$ cat src/rtl/nano_boot_loader_if.sv
// Bus bundle for nano_boot_loader: word-stream input, CPU memory port and
// shared-memory port.
//   slave  : the boot loader (consumes stream and CPU strobes, drives memory)
//   master : the environment (feeder, CPU, memory)
interface nano_boot_loader_if #(
  parameter int unsigned AW = 8,
  parameter int unsigned DW = 16
);
  logic          s_valid;
  logic [DW-1:0] s_data;
  logic          s_ready;

  logic [AW-1:0] cpu_address;
  logic [DW-1:0] cpu_dataW;
  logic          cpu_ce;
  logic          cpu_we;

  logic [AW-1:0] mem_address;
  logic [DW-1:0] mem_dataW;
  logic          mem_ce;
  logic          mem_we;

  modport slave (
    input  s_valid, s_data, cpu_address, cpu_dataW, cpu_ce, cpu_we,
    output s_ready, mem_address, mem_dataW, mem_ce, mem_we
  );

  modport master (
    output s_valid, s_data, cpu_address, cpu_dataW, cpu_ce, cpu_we,
    input  s_ready, mem_address, mem_dataW, mem_ce, mem_we
  );
endinterface

$ cat src/rtl/nano_boot_loader.sv
// Boot and run sequencer for the NanoCPU. Holds the CPU in reset, streams an
// image into the shared memory, hands the memory bus to the CPU and runs it
// for a bounded number of cycles.
// Ports:
//   ck, rst          clock (rising edge), async active-high reset
//   start            pulse: begin load+run (accepted in IDLE/HALT)
//   len, run_limit   image length / run cycles (0 = unlimited), sampled on start
//   abort            stop the sequence (LOAD/RUN only)
//   bus              stream, CPU memory port and memory port (slave side)
//   cpu_rst          registered CPU reset
//   busy, done       LOAD|RUN, HALT
//   timeout          HALT reached through run_limit
//   cycles           CPU cycles run in the last or current RUN
module nano_boot_loader #(
  parameter int unsigned AW = 8,
  parameter int unsigned DW = 16,
  parameter int unsigned CW = 16
) (
  input  logic                ck,
  input  logic                rst,
  input  logic                start,
  input  logic [AW:0]         len,
  input  logic [CW-1:0]       run_limit,
  input  logic                abort,
  nano_boot_loader_if.slave   bus,
  output logic                cpu_rst,
  output logic                busy,
  output logic                done,
  output logic                timeout,
  output logic [CW-1:0]       cycles
);

  localparam int unsigned LW = AW + 1;

  typedef enum logic [1:0] {
    ST_IDLE = 2'd0,
    ST_LOAD = 2'd1,
    ST_RUN  = 2'd2,
    ST_HALT = 2'd3
  } state_t;

  state_t        state, state_nxt;
  logic [LW-1:0] len_q;
  logic [CW-1:0] limit_q;
  logic [LW-1:0] wcnt;

  logic start_acc;
  logic word_acc;
  logic last_word;
  logic limit_hit;

  assign start_acc = ((state == ST_IDLE) || (state == ST_HALT)) && start;
  assign word_acc  = (state == ST_LOAD) && bus.s_valid;
  // Compare wcnt+1 against len so len=2^AW needs no wider arithmetic.
  assign last_word = word_acc && ((wcnt + LW'(1)) == len_q);
  assign limit_hit = (state == ST_RUN) && (limit_q != '0) &&
                     (cycles == (limit_q - CW'(1)));

  // State register
  always_ff @(posedge ck or posedge rst) begin
    if (rst) state <= ST_IDLE;
    else     state <= state_nxt;
  end

  // Next-state logic; abort outranks both last-word and limit expiry
  always_comb begin
    state_nxt = state;
    case (state)
      ST_IDLE, ST_HALT: begin
        if (start) state_nxt = (len == '0) ? ST_RUN : ST_LOAD;
      end
      ST_LOAD: begin
        if (abort)          state_nxt = ST_HALT;
        else if (last_word) state_nxt = ST_RUN;
      end
      ST_RUN: begin
        if (abort)          state_nxt = ST_HALT;
        else if (limit_hit) state_nxt = ST_HALT;
      end
      default: state_nxt = ST_IDLE;
    endcase
  end

  // Output decode; the memory port is muxed combinationally so writes
  // land on the edge ending the accepting cycle
  always_comb begin
    bus.s_ready     = 1'b0;
    bus.mem_address = '0;
    bus.mem_dataW   = '0;
    bus.mem_ce      = 1'b0;
    bus.mem_we      = 1'b0;
    busy            = 1'b0;
    done            = 1'b0;
    case (state)
      ST_LOAD: begin
        busy        = 1'b1;
        bus.s_ready = 1'b1;
        if (bus.s_valid) begin
          bus.mem_address = wcnt[AW-1:0];
          bus.mem_dataW   = bus.s_data;
          bus.mem_ce      = 1'b1;
          bus.mem_we      = 1'b1;
        end
      end
      ST_RUN: begin
        busy            = 1'b1;
        bus.mem_address = bus.cpu_address;
        bus.mem_dataW   = bus.cpu_dataW;
        bus.mem_ce      = bus.cpu_ce;
        bus.mem_we      = bus.cpu_we;
      end
      ST_HALT: done = 1'b1;
      default: ;
    endcase
  end

  // CPU reset flop: low exactly while the next state is RUN
  always_ff @(posedge ck or posedge rst) begin
    if (rst) cpu_rst <= 1'b1;
    else     cpu_rst <= (state_nxt != ST_RUN);
  end

  // Sequence datapath: captured parameters, word counter, cycle counter
  always_ff @(posedge ck or posedge rst) begin
    if (rst) begin
      len_q   <= '0;
      limit_q <= '0;
      wcnt    <= '0;
      cycles  <= '0;
      timeout <= 1'b0;
    end else begin
      if (start_acc) begin
        len_q   <= len;
        limit_q <= run_limit;
        wcnt    <= '0;
        cycles  <= '0;
        timeout <= 1'b0;
      end
      if (word_acc) wcnt <= wcnt + LW'(1);
      if (state == ST_RUN) begin
        // Saturate only matters in unlimited mode
        if ((limit_q != '0) || (cycles != '1)) cycles <= cycles + CW'(1);
        if (limit_hit && !abort) timeout <= 1'b1;
      end
    end
  end

endmodule

$ cat src/flat_wrapper.sv
// flat-port wrapper written by rule: the top's interface ports become plain ports
module nano_boot_loader_flat 
#(
  parameter int unsigned AW = 8,
  parameter int unsigned DW = 16,
  parameter int unsigned CW = 16
)
  (ck, rst, start, len, run_limit, abort, cpu_rst, busy, done, timeout, cycles, bus_s_valid, bus_s_data, bus_cpu_address, bus_cpu_dataW, bus_cpu_ce, bus_cpu_we, bus_s_ready, bus_mem_address, bus_mem_dataW, bus_mem_ce, bus_mem_we);
  nano_boot_loader_if #(.AW(AW), .DW(DW)) bus_i ();
  input  logic ck;
  input  logic rst;
  input  logic start;
  input  logic [AW:0] len;
  input  logic [CW-1:0] run_limit;
  input  logic abort;
  output logic cpu_rst;
  output logic busy;
  output logic done;
  output logic timeout;
  output logic [CW-1:0] cycles;
  input wire logic [$bits(bus_i.s_valid)-1:0] bus_s_valid;
  input wire logic [$bits(bus_i.s_data)-1:0] bus_s_data;
  input wire logic [$bits(bus_i.cpu_address)-1:0] bus_cpu_address;
  input wire logic [$bits(bus_i.cpu_dataW)-1:0] bus_cpu_dataW;
  input wire logic [$bits(bus_i.cpu_ce)-1:0] bus_cpu_ce;
  input wire logic [$bits(bus_i.cpu_we)-1:0] bus_cpu_we;
  output wire logic [$bits(bus_i.s_ready)-1:0] bus_s_ready;
  output wire logic [$bits(bus_i.mem_address)-1:0] bus_mem_address;
  output wire logic [$bits(bus_i.mem_dataW)-1:0] bus_mem_dataW;
  output wire logic [$bits(bus_i.mem_ce)-1:0] bus_mem_ce;
  output wire logic [$bits(bus_i.mem_we)-1:0] bus_mem_we;
  assign bus_i.s_valid = bus_s_valid;
  assign bus_i.s_data = bus_s_data;
  assign bus_i.cpu_address = bus_cpu_address;
  assign bus_i.cpu_dataW = bus_cpu_dataW;
  assign bus_i.cpu_ce = bus_cpu_ce;
  assign bus_i.cpu_we = bus_cpu_we;
  assign bus_s_ready = bus_i.s_ready;
  assign bus_mem_address = bus_i.mem_address;
  assign bus_mem_dataW = bus_i.mem_dataW;
  assign bus_mem_ce = bus_i.mem_ce;
  assign bus_mem_we = bus_i.mem_we;
  nano_boot_loader #(.AW(AW), .DW(DW), .CW(CW)) u_core (.ck(ck), .rst(rst), .start(start), .len(len), .run_limit(run_limit), .abort(abort), .bus(bus_i), .cpu_rst(cpu_rst), .busy(busy), .done(done), .timeout(timeout), .cycles(cycles));
endmodule
$ cat config.mk
export PLATFORM = sky130hd
export DESIGN_NAME = nano_boot_loader_flat
export DESIGN_NICKNAME = d
export VERILOG_FILES = /design/src/rtl/nano_boot_loader_if.sv /design/src/rtl/nano_boot_loader.sv /design/src/flat_wrapper.sv
export SDC_FILE = /design/constraint.sdc
export NUM_CORES = 1
export LEC_CHECK = 0
export ABC_AREA = 1
export ABC_CLOCK_PERIOD_IN_PS = 2050
export BUFFER_PORTS_ARGS = -buffer_cell sky130_fd_sc_hd__buf_2
export CORE_MARGIN = 1.5
export CORE_UTILIZATION = 40
export CTS_BUF_LIST = sky130_fd_sc_hd__clkbuf_8 sky130_fd_sc_hd__clkbuf_16
export DETAILED_ROUTE_END_ITERATION = 16
export GPL_ROUTABILITY_DRIVEN = 0
export SYNTH_ARGS = -nofsm -noshare
export SYNTH_HDL_FRONTEND = slang
export SYNTH_SLANG_ARGS = --single-unit
export TNS_END_PERCENT = 20
$ cat constraint.sdc
create_clock -name ck -period 2.05 [get_ports ck]
set_input_delay 0.205 -clock ck [delete_from_list [all_inputs] [get_ports ck]]
set_output_delay 0.205 -clock ck [all_outputs]
set_load 0.02 [all_outputs]
==> reports/results.tsv <==
metric	value	unit
grtUsageTotal	21.79	%
clock_path_buffers	2	
grt_pass1_vias	3951	
wire_per_inst	12.68	um
worstMarginPinSlew	0.5432	ns
max_stage_delay	0.40	ns
clock_power_share	13.7	%
fmax	502.6	MHz
routed_wl	10880	um
max_slew_margin	63.45	%
synthTopCellsByArea	dfrtp_1 35%, nand2_1 21%, inv_1 5.6%	
first_pass_iters	5	
drive_gt1_share	27.43	%
yosysWarnings	0	
fin_util	54.61	%
port_buffers	118	
clock_sinks	54	
sw_frac_of_total	47.93	%
ys.flop_type	dfrtp_1	
syn_inst	586	
vias	4097	
hold_ws	0.08335	ns
synth_nets	665	
dp_cells	844	
crit_arrival	2.20	ns
period_minus_slack	1.990	ns
hold_violations	0	
cp_max_fo	7	
ys_types	40	
cts_tree	built	
ys_seq_elements	54	
fin_worst_skew	0.009538	ns
gr-total-overflow	0	
critPathSlowestCell	dfrtp_1	
async_flop_share	100.0	%
h-tree-depth	2	
setup_viol	0	
cts.clk_slew.worst_paths	0.10	ns
final_area	0.005070	mm^2
clockRootBuffer	clkbuf_8	
grt_pass1_wl	17670	um
core	0.009284	mm^2
irDropWorstVdd	0.0005568	V
syn_to_final_growth	32.16	%
power_density	1291	mW/mm^2
synth_seq_area_share	35.26	%
p_leak	2.545	nW
min_period_over_period	97.05	%
diodes	0	
drv_cap	0	
pwr-share-comb	60.3	%
drt-vias-per-instance	4.775	
place_hpwl	8293	um
path_cells	inv_2 > ha_2 > nand2_2 > nor2_4 > nand4_4 > nand3b_4 > o21ai_4 > buf_6 > buf_12 > o21ai_0 > o311a_1	
dpl-instance-area	0.004763	mm^2
p_switching	0.003137	W
die_w	100.9	um
worstPathRequired	2.26	ns
final_nets	807	
yosysTopAreaCell	dfrtp_1	
fin_cells	858	
postRouteAntennaNets	0	
netlist_area	0.003836	mm^2
p_int	0.003408	W
insertion_delay	0.31	ns
die_area	0.01019	mm^2
drc	0	
cts-buffers-inserted	5	
avgSynthCellArea	6.546	um^2
worstSetupEndpointType	flop	
p_seq_share	26.0	%
start_kind	flop	
min_path_type	in2reg	
dieHeight	100.9	um
grt_max_degree	55	
status	completed	
drtIter0Drc	134	
slew_viol_final	0	
ios	119	
initial_utilization	41.32	%
rsz0062_at_grt	true	
synth_enable_flop_cells	0	
synth_top_area_share	34.57	%
floorplan.rows	35	
antenna_found_initial	0	
critical_path_class	reg2reg	
[sequential cells by signal (all words and copies together), names as in the netlist]
signal,cells
u_core.len_q,9
u_core.limit_q,16
u_core.cpu_rst,1
u_core.cycles,16
u_core.timeout,1
u_core.state,2
u_core.wcnt,9
[critical path, delay by kind of cell, from the launching register on]
| kind | cells | cell delay [ns] |
|---|---|---|
| and+or+nand+nor | 4 | 0.53 |
| buffers and inverters | 3 | 0.31 |
| DFF | 1 | 0.40 |
| AOI/OAI and AO/OA | 3 | 0.46 |
| adders and majority gates | 1 | 0.18 |
[cell type report]
| class | instances | area, um^2 |
|---|---|---|
| Clock inverter | 2 | 60.06 |
| Timing Repair Buffer | 152 | 913.4 |
| Inverter | 61 | 230.2 |
| Clock buffer | 6 | 82.58 |
| Multi-Input combinational cell | 454 | 2266 |
| Sequential cell | 54 | 1356 |
| Fill cell | 948 | 4214 |
| Tap cell | 129 | 161.4 |
[worst paths after layout]
path / from / endpoint / slack [ns] / cells past startpoint
min in group asynchronous: rst / u_core.len_q[1] / 0.48 / 4
worst max register to register: u_core.limit_q[0] / u_core.cycles[4] / 0.06 / 11
worst min register to register: u_core.timeout / u_core.timeout / 0.49 / 2
worst min-delay path: run_limit[11] / u_core.limit_q[11] / 0.08 / 3
worst max-delay path: u_core.limit_q[0] / u_core.cycles[4] / 0.06 / 11
max in group asynchronous: rst / u_core.cpu_rst / 1.26 / 4
[power by group through the flow]
stage	logic [W]	registers, W	clock network (W)
6_report	0.00395	0.00170	0.000898
5_1_grt	0.00442	0.00175	0.000954
3_5_place_dp	0.00370	0.00169	0
4_1_cts	0.00375	0.00168	0.000911
3_3_place_gp	0.00364	0.00169	0
2_1_floorplan	0.00247	0.00173	0
[metrics by stage]
step	total power [W]	setup TNS [ns]	setup WS (ns)
finish	0.006545	0	0.06048
CTS	0.006333	0	0.01914
detailed placement	0.005390	-0.02354	-0.02171
floorplan	0.004198	0	0.09838
global route	0.007119	-0.1558	-0.08010
global placement	0.005333	0	0.02998
[logic make-up (layout without fill, tap and decap cells)]
group / Yosys count / after routing / share of synthesized area, %
buffers and inverters: 78 / 221 / 7.893
AND/OR/NAND/NOR: 343 / 343 / 38.13
AO/OA/AOI/OAI: 90 / 90 / 12.85
multiplexers: 1 / 1 / 0.2609
adder cells (fa/ha/maj): 7 / 7 / 2.283
XOR/XNOR: 13 / 13 / 3.327
flip-flops: 54 / 54 / 35.26
[placed cells by master, fill, tap and decap left out, drive strengths merged, types with 2 or more instances in the layout]
cell type / Yosys / routed
a21oi: 42 / 42
and2: 2 / 2
buf: 5 / 151
bufinv: 0 / 2
clkbuf: 12 / 6
clkinv: 3 / 3
dfrtp: 53 / 53
ha: 7 / 7
inv: 58 / 58
nand2: 221 / 221
nand3: 38 / 38
nand3b: 6 / 6
nand4: 9 / 9
nor2: 61 / 61
nor3: 3 / 3
nor4: 2 / 2
o21ai: 34 / 34
o21bai: 4 / 4
o22ai: 7 / 7
xnor2: 4 / 4
xor2: 8 / 8
[Yosys cell counts, types with 2 or more instances]
master    count
nor4_1        2
o21ai_0      28
xnor2_1       4
clkinv_1      2
nand4_1       8
o22ai_1       7
and2_1        2
nor2_2        6
xor2_1        8
nand3_1      37
dfrtp_1      53
nand2_1     216
buf_1         4
nor3_1        3
nor2_1       53
a21oi_1      41
inv_1        57
nand2_2       5
clkbuf_1     11
o21bai_1      4
o21ai_1       5
ha_1          7
nand3b_1      5
nor2_4        2
[routing by layer]
metal,GRT usage [%],vias to the layer above,routed length (um)
met2,39.76,118,5531
met4,5.662,0,182
met3,2.982,14,474
met5,0,-,0
li1,-,2156,-
met1,26.98,1809,4690
[what timing repair did]
action	CTS	global route
pin swaps	0	14
gates resized for setup	5	30
hold buffers	1	0
setup buffers	0	5
hold endpoints to repair	53	0
setup endpoints to repair	29	39
Note: power is estimated with default switching activity, not from simulation.
